==> config.mk <==
export PLATFORM = sky130hd
export DESIGN_NAME = scan_dump_writer
export DESIGN_NICKNAME = d
export VERILOG_FILES = /design/src/rtl/scan_dump_writer_pkg.sv /design/src/rtl/scan_dump_writer_timer.sv /design/src/rtl/scan_dump_writer.sv
export SDC_FILE = /design/constraint.sdc
export NUM_CORES = 1
export LEC_CHECK = 0
export CAP_MARGIN = 20
export CORE_AREA = 2 2 71 73
export CTS_CLUSTER_SIZE = 25
export DETAILED_ROUTE_END_ITERATION = 8
export DIE_AREA = 0 0 73 75
export DONT_BUFFER_PORTS = 1
export GPL_TIMING_DRIVEN = 0
export MAX_ROUTING_LAYER = met4
export SLEW_MARGIN = 20
export SYNTH_ARGS = -nofsm -noshare
export SYNTH_HDL_FRONTEND = slang
export SYNTH_HIERARCHICAL = 1
export SYNTH_SLANG_ARGS = --single-unit
==> constraint.sdc <==
create_clock -name clk -period 1.8 [get_ports clk]
set_clock_uncertainty 0.1 [all_clocks]
set_input_delay 0.18 -clock clk [delete_from_list [all_inputs] [get_ports clk]]
set_output_delay 0.18 -clock clk [all_outputs]
set_load 0.1 [all_outputs]
==> src/rtl/scan_dump_writer_pkg.sv <==
// scan_pkg: shared types and constants for the scan dump writer.
//   state_t   - dump FSM states
//   OP_WR/RD  - capture-buffer operation codes
//   WORD_W    - bits per buffer word
//   BUF_WORDS - capture-buffer depth in words
package scan_pkg;
  typedef enum logic [2:0] {
    S_IDLE, S_REQ, S_SHIFT, S_WCOMMIT, S_DONE, S_ERR
  } state_t;

  localparam logic OP_WR     = 1'b0;
  localparam logic OP_RD     = 1'b1;
  localparam int   WORD_W    = 32;
  localparam int   BUF_WORDS = 64;

  // Number of buffer words needed to hold a chain of the given length.
  function automatic int words_for(input int bits);
    return (bits + WORD_W - 1) / WORD_W;
  endfunction
endpackage

==> src/rtl/scan_dump_writer_timer.sv <==
// hs_timeout_timer: handshake wait timer.
//   clk, reset - clock, async active-high reset
//   clr        - zero the count (wins over en)
//   en         - count one cycle of waiting
//   expired    - high during the LIMIT-th consecutive enabled cycle
module hs_timeout_timer #(
  parameter int LIMIT = 200
) (
  input  logic clk,
  input  logic reset,
  input  logic clr,
  input  logic en,
  output logic expired
);
  localparam int            TW   = $clog2(LIMIT + 1);
  localparam logic [TW-1:0] LAST = TW'(LIMIT - 1);

  logic [TW-1:0] cnt;

  // cnt holds the number of waiting cycles already elapsed, so the cycle
  // in which it equals LIMIT-1 is the last one allowed.
  assign expired = en && (cnt == LAST);

  always_ff @(posedge clk or posedge reset) begin
    if (reset)                cnt <= '0;
    else if (clr)             cnt <= '0;
    else if (en && !expired)  cnt <= cnt + 1'b1;
  end
endmodule

==> src/rtl/scan_dump_writer.sv <==
// scan_dump_writer: shifts a DUT scan chain out and writes it, 32 bits per
// word, into the SIPO capture buffer through its request/ack/commit handshake.
//   clk, reset         - clock, async active-high reset
//   start              - pulse; begins a dump when idle
//   chain_so/chain_si  - DUT chain scan-out / scan-in
//   scan_en            - DUT chain shift enable
//   sin                - serial word data to buffer, LSB first
//   val_op, op         - buffer request valid / op type (always write)
//   op_ack, op_commit  - buffer accepted request / stored word
//   busy, done, err    - status: dump in progress / finished pulse / sticky timeout
//   word_cnt           - words committed in the current or last dump
module scan_dump_writer
  import scan_pkg::*;
#(
  parameter int CHAIN_LEN = 100,  // 1..2048
  parameter int RECIRC    = 1,
  parameter int TIMEOUT   = 200
) (
  input  logic       clk,
  input  logic       reset,
  input  logic       start,
  input  logic       chain_so,
  output logic       chain_si,
  output logic       scan_en,
  output logic       sin,
  output logic       val_op,
  output logic       op,
  input  logic       op_ack,
  input  logic       op_commit,
  output logic       busy,
  output logic       done,
  output logic       err,
  output logic [6:0] word_cnt
);
  localparam int            NWORDS      = words_for(CHAIN_LEN);
  localparam int            CW          = $clog2(CHAIN_LEN + 1);
  localparam logic [CW-1:0] CHAIN_LEN_C = CW'(CHAIN_LEN);
  localparam logic [6:0]    NWORDS_C    = 7'(NWORDS);

  state_t        state;
  logic [4:0]    bit_cnt;
  logic [CW-1:0] chain_cnt;
  logic          chain_live, waiting, tmr_clr, tmr_exp;

  // Once the chain is exhausted the rest of the last word is zero padding
  // and the chain is held still.
  assign chain_live = (chain_cnt < CHAIN_LEN_C);

  // Moore decodes of registered state; sin passes chain_so through in the
  // same cycle the chain is shifted.
  assign scan_en  = (state == S_SHIFT) && chain_live;
  assign sin      = scan_en & chain_so;
  assign chain_si = (RECIRC != 0) ? (scan_en & chain_so) : 1'b0;
  assign val_op   = (state == S_REQ);
  assign op       = OP_WR;
  assign busy     = (state == S_REQ) || (state == S_SHIFT) || (state == S_WCOMMIT);
  assign done     = (state == S_DONE);

  // One timer serves both waits; it is zeroed whenever the wait is
  // satisfied so a WCOMMIT->REQ hop starts the next wait from zero.
  assign waiting = (state == S_REQ) || (state == S_WCOMMIT);
  assign tmr_clr = !waiting
                || ((state == S_REQ)     && op_ack)
                || ((state == S_WCOMMIT) && op_commit);

  hs_timeout_timer #(.LIMIT(TIMEOUT)) u_timer (
    .clk     (clk),
    .reset   (reset),
    .clr     (tmr_clr),
    .en      (waiting),
    .expired (tmr_exp)
  );

  always_ff @(posedge clk or posedge reset) begin
    if (reset) begin
      state     <= S_IDLE;
      bit_cnt   <= '0;
      chain_cnt <= '0;
      word_cnt  <= '0;
      err       <= 1'b0;
    end else begin
      case (state)
        S_IDLE: if (start) begin
          state     <= S_REQ;
          bit_cnt   <= '0;
          chain_cnt <= '0;
          word_cnt  <= '0;
          err       <= 1'b0;
        end
        S_REQ: begin
          if (op_ack) begin
            state   <= S_SHIFT;
            bit_cnt <= '0;
          end else if (tmr_exp) begin
            state <= S_ERR;
            err   <= 1'b1;
          end
        end
        S_SHIFT: begin
          if (chain_live) chain_cnt <= chain_cnt + 1'b1;
          bit_cnt <= bit_cnt + 1'b1;
          if (bit_cnt == 5'd31) state <= S_WCOMMIT;
        end
        S_WCOMMIT: begin
          if (op_commit) begin
            word_cnt <= word_cnt + 7'd1;
            state    <= (word_cnt + 7'd1 == NWORDS_C) ? S_DONE : S_REQ;
          end else if (tmr_exp) begin
            state <= S_ERR;
            err   <= 1'b1;
          end
        end
        S_DONE:  state <= S_IDLE;
        S_ERR:   state <= S_IDLE;
        default: state <= S_IDLE;
      endcase
    end
  end
endmodule

==> results by group <==
Timing
  – Worst slew pin tran: about 0.99 ns
  – RSZ-0062 raised after global routing: true
  – Final hold vios: 0
  – Setup TNS: -1.02 ns
  – Relative slew slack: 0.343
  – Crit path time final: around 2.3 ns
  – Tcrit/Tclk final: 1.28
  – PnR worst setup slack: -0.502 ns
  – Slew Limit Fails: 0
  – Max Clk Rate: 434 MHz
  – Worst Hold Margin: 0.0175 ns
  – Final setup viols: 7

CTS
  – CTS tree: built
  – CTS sink cnt: 31
  – Worst-path clk slew: 0.06 ns
  – TritonCTS Buffers: 5
  – Clock tree buffer depth: 2
  – H-tree depth: 2
  – Insertion delay to the later sink of the worst-skew pair: 0.28 ns
  – Root Driver: clkbuf_8

Synthesis
  – Synth warn: 6
  – Main synth FF type: dfrtp_1
  – Post-synth design cell area: ~1800 um2
  – Synth area leader: dfrtp_1
  – Synth Net Count: about 200
  – Yosys top cell area share: 0.432
  – EDFF count, synth: 0
  – #FFs+latches synth: 31
  – Async SR Flop Fraction: 1.00
  – Post-Syn Instances: 190
  – Syn avg cell area: 9.46 um2
  – Sequential fraction of the synthesis area: 0.432
  – Top cells by area, synth: dfrtp_1, o21ai_0, ha_1
  – Number of distinct library cells after synthesis: 49

GRT
  – Largest net degree at the start of global routing: 24
  – M2 GR Usage: 0.258
  – First-pass GRT wire length: a little under 7000 um
  – Number of global-route vias before repair: roughly 1400
  – Met1 Use GR: 0.217
  – Initial antenna violation count: 0
  – All-Layer GR Usage: 0.171
  – Remaining Overflow, GRT: 0
  – Met3 Use GR: 0.0415
  – Grt peak-use layer: met2

Worst setup path
  – CP Data Arrival Time: 2.02 ns
  – CP required: about 1.5 ns
  – CP Max Fanout: 5
  – Setup CP Type: reg2out
  – Setup crit end kind: output port
  – Startpoint Class: flip-flop

Placement
  – DP HPWL: between 2000 and 3000 um
  – Routability cong.: 0.773
  – Placed instance count: 244
  – Buffers on Ports: 0

Die
  – Die height: around 75 um
  – Die area: roughly 5500 um2
  – Num rows: 25
  – Horiz. Die Dim: between 70 and 80 um
  – Initial Utilization: 0.386
  – Core area: 4660 um2
  – I/O pins: 21

Route
  – Drt drc: 0
  – Via count: ~1500
  – WL/cell: ~16 um
  – Total Routed Length: 4260 um
  – Initial DRT Pass Iterations: 4
  – DR iter-0 viols: 77
  – Vias/cell: between 5 and 6
  – Antenna Nets Post-Route: 0

Cells and area
  – Cell Count, Final, Fillers Out: approximately 270
  – Antenna cell count: 0
  – Most common cell after layout, fill and taps aside: dfrtp_1
  – Layout area overhead: 28.1%
  – Most frequent cells in the layout: dfrtp_1, nand2_1, buf_4, a21oi_1, o21ai_0
  – Final net count: 228
  – Layout cells sized above 1: 0.318
  – Final core occ: 0.494
  – Fillcell total: roughly 430

Power and ir drop
  – Cell Pwr Density: approximately 1600 nW/um2
  – Total chip power: ~0.0037 W
  – Leak: between 0.9 and 1 nW
  – VDD IR-drop max: between 1 and 1.5 mV

Status
  – Status: finished with violations
  – Violated checks: negative setup slack

Flow run
  – Max-cap violations: 0

Worst hold path
  – Hold Path Class: in2reg
[metal layers]
| metal | up-vias | share of wire | wire [um] |
|---|---|---|---|
| li1 | 752 | - | - |
| met1 | 758 | 0.46 | 1950 |
| met2 | 27 | 0.48 | 2060 |
| met3 | 7 | 0.039 | 164 |
| met4 | 0 | 0.018 | 78 |
| met5 | - | 0 | 0 |
[stage by stage]
step,worst slack (ns),area (um2)
finish,-0.502,2300
floorplan,-0.183,1850
CTS,-0.530,2160
global route,-0.584,2300
global placement,-0.293,1920
detailed placement,-0.286,1920
[sequential cells by signal (all words and copies together) (netlist names)]
signal / flops
bit_cnt: 5
chain_cnt: 7
err: 1
state: 3
u_timer/cnt: 8
word_cnt: 7
[final timing paths]
| kind | slack (ns) | cells after the start | startpoint | end |
|---|---|---|---|---|
| setup / recovery | -0.50 | 5 | chain_cnt[2] | sin |
| hold / removal | 0.02 | 3 | op_commit | state[1] |
| setup reg to reg | -0.07 | 7 | state[1] | word_cnt[6] |
| hold reg to reg | 0.41 | 1 | bit_cnt[4] | bit_cnt[4] |
| max in group asynchronous | 0.48 | 2 | reset | word_cnt[0] |
| min in group asynchronous | 0.20 | 2 | reset | u_timer/cnt[1] |
[area by class of cell]
cell class                 instances  area (um2)  share of cell area
multi-input combinational        143        1040               0.453
sequential                        31         791               0.343
timing repair buffer              22         195              0.0848
clock buffer                       8         100              0.0435
buffer                             7        82.6              0.0359
tap                               54        67.6              0.0293
inverter                           6        22.5             0.00978
[power by group]
group / internal (W) / leakage, nW / switching (W)
clock network: 0.000349 / 0.0515 / 0.000254
registers: 0.000839 / 0.408 / 0.000421
logic: 0.000793 / 0.540 / 0.00106
[cell usage after synthesis, types with 2 or more instances]
cell type,instances
nand3b_1,2
a21oi_1,11
nand4b_1,2
and3_1,7
nor3_1,4
xnor2_1,2
o311ai_0,2
a21boi_0,2
o21ai_1,2
ha_1,6
nor2_1,10
buf_2,5
buf_4,3
or3_1,3
nand3_1,6
o21ai_0,16
dfrtp_1,31
and2_1,2
nand2b_1,2
a31oi_1,2
clkbuf_1,2
mux2i_1,4
nand2_1,19
nor2b_1,4
a32o_1,3
nand4_1,9
a21o_1,2
inv_1,6
[worst max-delay path, cell delays in order, from the launching register on]
cell      delay [ns]
dfrtp_1         0.39
o311ai_2        0.32
and3_1          0.24
buf_12          0.19
and2_4          0.37
buf_12          0.22
[timing repair]
action	4_1_cts	5_1_grt
hold endpoints to repair	31	0
buffers inserted	13	8
gates resized for setup	19	27
pin swaps	6	12
endpoints found under the setup margin	14	18
hold buffers	1	0
cloned	0	1
[kinds of logic after synthesis]
family                   after synthesis  synth area share
AO/OA/AOI/OAI                         49             0.182
XOR/XNOR                               3            0.0146
adder cells (fa/ha/maj)                6            0.0418
buffers and inverters                 16            0.0432
flip-flops                            31             0.432
multiplexers                           6            0.0369
other                                  1           0.00209
AND/OR/NAND/NOR                       78             0.247
(Power assumes the default switching activity.)
